### config.mk
export PLATFORM = sky130hd
export DESIGN_NAME = id_stage
export DESIGN_NICKNAME = d
export VERILOG_FILES = /design/src/rtl/id_stage.sv
export SDC_FILE = /design/constraint.sdc
export NUM_CORES = 1
export LEC_CHECK = 0
export ABC_CLOCK_PERIOD_IN_PS = 3700
export BUFFER_PORTS_ARGS = -buffer_cell sky130_fd_sc_hd__buf_4
export CELL_PAD_IN_SITES_DETAIL_PLACEMENT = 1
export CELL_PAD_IN_SITES_GLOBAL_PLACEMENT = 2
export CORE_MARGIN = 1
export CORE_UTILIZATION = 32
export CTS_BUF_LIST = sky130_fd_sc_hd__clkbuf_4
export DETAILED_ROUTE_END_ITERATION = 7
export PLACE_DENSITY_LB_ADDON = 0.12
export SLEW_MARGIN = 20
export SYNTH_ARGS = -nofsm -noshare
export SYNTH_HDL_FRONTEND = slang
export SYNTH_SLANG_ARGS = --single-unit
### constraint.sdc
create_clock -name clk -period 3.7 [get_ports clk]
set_input_delay 0.37 -clock clk [delete_from_list [all_inputs] [get_ports clk]]
set_output_delay 0.37 -clock clk [all_outputs]
set_load 0.1 [all_outputs]
### src/rtl/id_stage.sv
// id_stage: MIPS instruction decode stage.
// Decodes the fetched word into RF addresses, ALU control and a sign-extended
// immediate, holds the result in a single EX register with valid/ready
// handshaking, and detects load-use hazards by inserting one bubble.
module id_stage (
    input  logic        clk,
    input  logic        rst_n,
    input  logic        if_valid,
    input  logic [31:0] if_instr,
    output logic        id_ready,
    input  logic        flush,
    input  logic        ex_ready,
    output logic        ex_valid,
    output logic [4:0]  ex_rs1,
    output logic [4:0]  ex_rs2,
    output logic [4:0]  ex_rd,
    output logic        ex_we,
    output logic        ex_memread,
    output logic        ex_alusrc,
    output logic [1:0]  ex_aluop,
    output logic [5:0]  ex_func,
    output logic [31:0] ex_imm,
    output logic        stall,
    output logic        ill_instr,
    output logic [7:0]  bubble_cnt
);

    localparam logic [5:0] OP_RTYPE = 6'b000000;
    localparam logic [5:0] OP_LW    = 6'b100011;
    localparam logic [5:0] OP_SW    = 6'b101011;
    localparam logic [5:0] OP_BEQ   = 6'b000100;
    localparam logic [5:0] OP_ADDI  = 6'b001000;

    // Instruction fields
    logic [5:0]  opcode;
    logic [4:0]  f_rs;
    logic [4:0]  f_rt;
    logic [4:0]  f_rd;
    logic [5:0]  f_func;
    logic [31:0] f_imm;

    assign opcode = if_instr[31:26];
    assign f_rs   = if_instr[25:21];
    assign f_rt   = if_instr[20:16];
    assign f_rd   = if_instr[15:11];
    assign f_func = if_instr[5:0];
    assign f_imm  = {{16{if_instr[15]}}, if_instr[15:0]};

    // Decoded control for the incoming instruction
    logic        dec_legal;
    logic        dec_reads_rs2;
    logic [4:0]  dec_rd;
    logic        dec_we;
    logic        dec_memread;
    logic        dec_alusrc;
    logic [1:0]  dec_aluop;
    logic [5:0]  dec_func;

    // EX register
    logic        ex_valid_q,   ex_valid_d;
    logic [4:0]  ex_rs1_q,     ex_rs1_d;
    logic [4:0]  ex_rs2_q,     ex_rs2_d;
    logic [4:0]  ex_rd_q,      ex_rd_d;
    logic        ex_we_q,      ex_we_d;
    logic        ex_memread_q, ex_memread_d;
    logic        ex_alusrc_q,  ex_alusrc_d;
    logic [1:0]  ex_aluop_q,   ex_aluop_d;
    logic [5:0]  ex_func_q,    ex_func_d;
    logic [31:0] ex_imm_q,     ex_imm_d;
    logic        ill_q,        ill_d;
    logic [7:0]  bubble_cnt_q, bubble_cnt_d;

    logic hazard;
    logic ex_upd;
    logic accept;

    // Opcode decode into ALU/RF control; unknown opcodes are flagged illegal
    always_comb begin
        dec_legal     = 1'b1;
        dec_reads_rs2 = 1'b0;
        dec_rd        = 5'd0;
        dec_we        = 1'b0;
        dec_memread   = 1'b0;
        dec_alusrc    = 1'b0;
        dec_aluop     = 2'b00;
        dec_func      = 6'd0;
        case (opcode)
            OP_RTYPE: begin
                dec_reads_rs2 = 1'b1;
                dec_rd        = f_rd;
                dec_we        = 1'b1;
                dec_aluop     = 2'b10;
                dec_func      = f_func;
            end
            OP_LW: begin
                dec_rd      = f_rt;
                dec_we      = 1'b1;
                dec_memread = 1'b1;
                dec_alusrc  = 1'b1;
            end
            OP_SW: begin
                dec_reads_rs2 = 1'b1;
                dec_alusrc    = 1'b1;
            end
            OP_BEQ: begin
                dec_reads_rs2 = 1'b1;
                dec_aluop     = 2'b01;
            end
            OP_ADDI: begin
                dec_rd     = f_rt;
                dec_we     = 1'b1;
                dec_alusrc = 1'b1;
            end
            default: dec_legal = 1'b0;
        endcase
        // $0 is hardwired, so a write to it is never performed
        if (dec_rd == 5'd0) begin
            dec_we = 1'b0;
        end
    end

    // Load-use detection: a load in EX whose target feeds the incoming instruction
    always_comb begin
        hazard = 1'b0;
        if (if_valid && dec_legal && ex_valid_q && ex_memread_q && (ex_rd_q != 5'd0)) begin
            hazard = (ex_rd_q == f_rs) || (dec_reads_rs2 && (ex_rd_q == f_rt));
        end
    end

    assign ex_upd   = !ex_valid_q || ex_ready;
    assign stall    = hazard;
    assign id_ready = ex_upd && !hazard && !flush;
    assign accept   = if_valid && id_ready;

    // Next-state for the EX register: flush wins, otherwise load or bubble on update
    always_comb begin
        ex_valid_d   = ex_valid_q;
        ex_rs1_d     = ex_rs1_q;
        ex_rs2_d     = ex_rs2_q;
        ex_rd_d      = ex_rd_q;
        ex_we_d      = ex_we_q;
        ex_memread_d = ex_memread_q;
        ex_alusrc_d  = ex_alusrc_q;
        ex_aluop_d   = ex_aluop_q;
        ex_func_d    = ex_func_q;
        ex_imm_d     = ex_imm_q;
        ill_d        = 1'b0;
        bubble_cnt_d = bubble_cnt_q;

        if (ex_upd && hazard && (bubble_cnt_q != 8'hFF)) begin
            bubble_cnt_d = bubble_cnt_q + 8'd1;
        end

        if (flush || ex_upd) begin
            ex_valid_d   = 1'b0;
            ex_rs1_d     = 5'd0;
            ex_rs2_d     = 5'd0;
            ex_rd_d      = 5'd0;
            ex_we_d      = 1'b0;
            ex_memread_d = 1'b0;
            ex_alusrc_d  = 1'b0;
            ex_aluop_d   = 2'b00;
            ex_func_d    = 6'd0;
            ex_imm_d     = 32'd0;
            if (accept) begin
                ill_d = !dec_legal;
                if (dec_legal) begin
                    ex_valid_d   = 1'b1;
                    ex_rs1_d     = f_rs;
                    ex_rs2_d     = f_rt;
                    ex_rd_d      = dec_rd;
                    ex_we_d      = dec_we;
                    ex_memread_d = dec_memread;
                    ex_alusrc_d  = dec_alusrc;
                    ex_aluop_d   = dec_aluop;
                    ex_func_d    = dec_func;
                    ex_imm_d     = f_imm;
                end
            end
        end
    end

    // EX register, illegal pulse and bubble counter; reset empties the pipeline
    always_ff @(posedge clk or negedge rst_n) begin
        if (!rst_n) begin
            ex_valid_q   <= 1'b0;
            ex_rs1_q     <= 5'd0;
            ex_rs2_q     <= 5'd0;
            ex_rd_q      <= 5'd0;
            ex_we_q      <= 1'b0;
            ex_memread_q <= 1'b0;
            ex_alusrc_q  <= 1'b0;
            ex_aluop_q   <= 2'b00;
            ex_func_q    <= 6'd0;
            ex_imm_q     <= 32'd0;
            ill_q        <= 1'b0;
            bubble_cnt_q <= 8'd0;
        end else begin
            ex_valid_q   <= ex_valid_d;
            ex_rs1_q     <= ex_rs1_d;
            ex_rs2_q     <= ex_rs2_d;
            ex_rd_q      <= ex_rd_d;
            ex_we_q      <= ex_we_d;
            ex_memread_q <= ex_memread_d;
            ex_alusrc_q  <= ex_alusrc_d;
            ex_aluop_q   <= ex_aluop_d;
            ex_func_q    <= ex_func_d;
            ex_imm_q     <= ex_imm_d;
            ill_q        <= ill_d;
            bubble_cnt_q <= bubble_cnt_d;
        end
    end

    assign ex_valid   = ex_valid_q;
    assign ex_rs1     = ex_rs1_q;
    assign ex_rs2     = ex_rs2_q;
    assign ex_rd      = ex_rd_q;
    assign ex_we      = ex_we_q;
    assign ex_memread = ex_memread_q;
    assign ex_alusrc  = ex_alusrc_q;
    assign ex_aluop   = ex_aluop_q;
    assign ex_func    = ex_func_q;
    assign ex_imm     = ex_imm_q;
    assign ill_instr  = ill_q;
    assign bubble_cnt = bubble_cnt_q;

endmodule
==> key figures <==
Floorplan
  – # IOs: 107
  – Effective utilization at floorplan: 33.3%
  – Core ar.: 7330 um2
  – Die Wd: 89.3 um
  – Die height: 89.3 um
  – Site Rows: 31
  – Die Area: 7980 um2

Clock tree
  – Clock transition at path regs: 0.15 ns
  – Post_cts resized: 0
  – CTS root buf: clkbuf_4
  – CTS Hold Buffers Added: 0
  – Clock Path Buffers: 2
  – Post-CTS Setup Inserts: 0
  – Clock Sink Count: 52
  – CTS tree: done
  – Clock Latency Late Sink: 0.37 ns
  – H-Tree Depth: 2
  – Cts bufs inserted: 5

Critical path
  – CP arrival: 2.28 ns
  – Crit path from: ex_rd[4]$_DFFE_PN0P_
  – Crit Path Max Fanout: 5
  – FF-to-FF End: ex_valid$_DFFE_PN0P_
  – Worst r2r src: ex_rd[4]$_DFFE_PN0P_
  – Reg2reg path depth: 6
  – Worst setup EP type: output port
  – Setup CP Type: flop to output port
  – R2R setup slack: 1.34 ns
  – Worst Path Required: 3.33 ns
  – Critical path startpoint category: flop

Synthesis
  – Syn nets: 241
  – Synth top area cells: dfrtp_1, a22o_1, buf_4
  – Avg Cell Area, Syn: 12.0 um2
  – Synth area leader: dfrtp_1
  – Sequential share of the synthesized area: 53.3%
  – Post-synth ARST share: 100%
  – Synth Instances: 203
  – Synthesized flop and latch total: 52
  – Share of the synthesized area in the top cell type: 53.3%
  – Synth warn: 0
  – Number of flops mapped to enable cells by yosys: 0
  – Synth unique cells: 40
  – Main synth FF type: dfrtp_1
  – Cell Area, Synth: 2440 um2

Global routing
  – Initial antenna violation count: 0
  – Vias in the first global route: 1,906
  – Aggregate global routing overflow: 0
  – Largest net degree at the start of global routing: 53
  – Gr usage total: 16.9%
  – First-pass GRT wire length: 10.1 mm

Timing
  – WHS: -0.00117 ns
  – Final setup margin: 1.05 ns
  – Max-slew violations: 0
  – Fmax: 378 MHz
  – Final setup fails: 0
  – Final Cycle Share: 71.5%
  – Slew @ Worst Pin: 0.988 ns
  – Setup TNS: 0 ns
  – RSZ-0062 raised after global routing: false
  – Clock skew: 0.0127 ns
  – Clock period minus worst slack: 2.65 ns
  – Relative slew slack: 34.0%
  – Hold Violations, Final: 4

Status
  – Failing checks: negative hold slack
  – Status: finished, violations left

Finish
  – Most common cell after layout, fill and taps aside: buf_4
  – Highest-count cells in the layout ignoring fill and taps: buf_4, dfrtp_1, a22o_1
  – Diodes inserted: 0
  – Final Net Count: 329
  – Layout area overhead: 32.3%
  – Layout cell share with drive strength beyond 1: 43.5%
  – Final instance area: 3230 um2

Detailed routing
  – Total number of vias: 1,950
  – DRT Wirelength: 6.58 mm
  – DRC: 0
  – DR WL/cell: 16.8 um
  – Number of vias per cell: 4.99
  – DR iter-0 viols: 53
  – Antenna-violating nets left: 0
  – Detailed Routing Iterations Pass 1: 4

Placement
  – Post-DP HPWL: 4.79 mm
  – Pre-CTS setup slack: 1.29 ns
  – Dpl cell area: 3170 um2
  – PortBufs: 106
  – Placer Congestion: 0.768

Pwr
  – Lkg Pwr: 1.67 nW
  – Maximum vdd drop: 0.000127 V
  – Pwr dens: 311 nW/um2

Min path
  – Hold/Removal Path Class: input pin to async pin

Job
  – Max-cap violations: 0
==> area by class of cell <==
type	instances	area, um2
Clock buffer	6	45.0
Tap cell	99	124
Timing Repair Buffer	106	796
Multi-Input combinational cell	126	943
Fill cell	794	4100
Sequential cell	52	1310
Clock inverter	2	11.3
==> logic make-up after synthesis <==
| kind of cell | share of synthesized area [%] |
|---|---|
| AOI/OAI and AO/OA | 20.7 |
| adders and majority gates | 0.513 |
| DFF | 53.3 |
| and+or+nand+nor | 10.2 |
| muxes | 0.462 |
| buffers and inverters | 8.67 |
| xor gates and xnor gates | 6.10 |
==> worst max path at each step <==
stage	slack [ns]	cells past startpoint	to
after floorplan	0.36	5	id_ready
after detailed placement	1.29	7	ex_valid$_DFFE_PN0P_
final	1.05	5	stall
after global placement	1.31	7	ex_valid$_DFFE_PN0P_
after CTS	0.98	5	stall
after global routing	0.91	5	stall
==> flip-flops by register name (all words and copies together) (netlist names) <==
signal / cells
ex_memread: 1
ex_aluop: 2
ex_rd: 5
ex_func: 6
ex_alusrc: 1
ex_rs1: 5
ex_valid: 1
bubble_cnt: 8
ex_we: 1
ex_imm: 16
ex_rs2: 5
ill_instr: 1
==> cells in the mapped netlist, types with 4 or more instances <==
library cell and count:
nand3_1 4, xor2_1 9, and3_1 4, nand4_1 4
buf_4 16, clkbuf_1 4, a21oi_1 4, nand2_1 12
xnor2_1 8, nor2_1 4, dfrtp_1 52, a22o_1 41
==> where the power goes <==
group          total [mW]  switching (mW)  internal (mW)  leakage (nW)
combinational       0.163           0.114         0.0487         0.925
sequential          0.579         0.00468          0.574         0.715
clock               0.262           0.182         0.0801        0.0293
total                1.00           0.301          0.703          1.67
==> worst max-delay path: stages, from the launching register on <==
cell      delay, ns
dfrtp_2        0.49
xor2_1         0.17
nor4_1         0.41
o211ai_1       0.25
a21oi_2        0.25
buf_4          0.33
==> routing by layer <==
layer | global-route usage, % | part of all wire [%] | wire length (um) | vias up
li1 | - | - | - | 918
met1 | 25.1 | 49 | 3240 | 954
met2 | 24.9 | 44 | 2880 | 71
met3 | 3.05 | 6.1 | 403 | 7
met4 | 4.91 | 1.0 | 66 | 0
met5 | 0 | 0 | 0 | -
==> through the flow <==
step | hold WS [ns] | util [%] | power [mW] | cells
finish | -0.00117 | 44.0 | 1.00 | 391
global route | 0.0416 | 44.0 | 1.05 | 391
CTS | 0.0291 | 44.0 | 1.01 | 391
detailed placement | 0.456 | 43.2 | 0.755 | 383
global placement | 0.454 | 43.2 | 0.754 | 383
floorplan | 0.0744 | - | 0.686 | 203
Note: power is estimated with default switching activity, not from simulation.
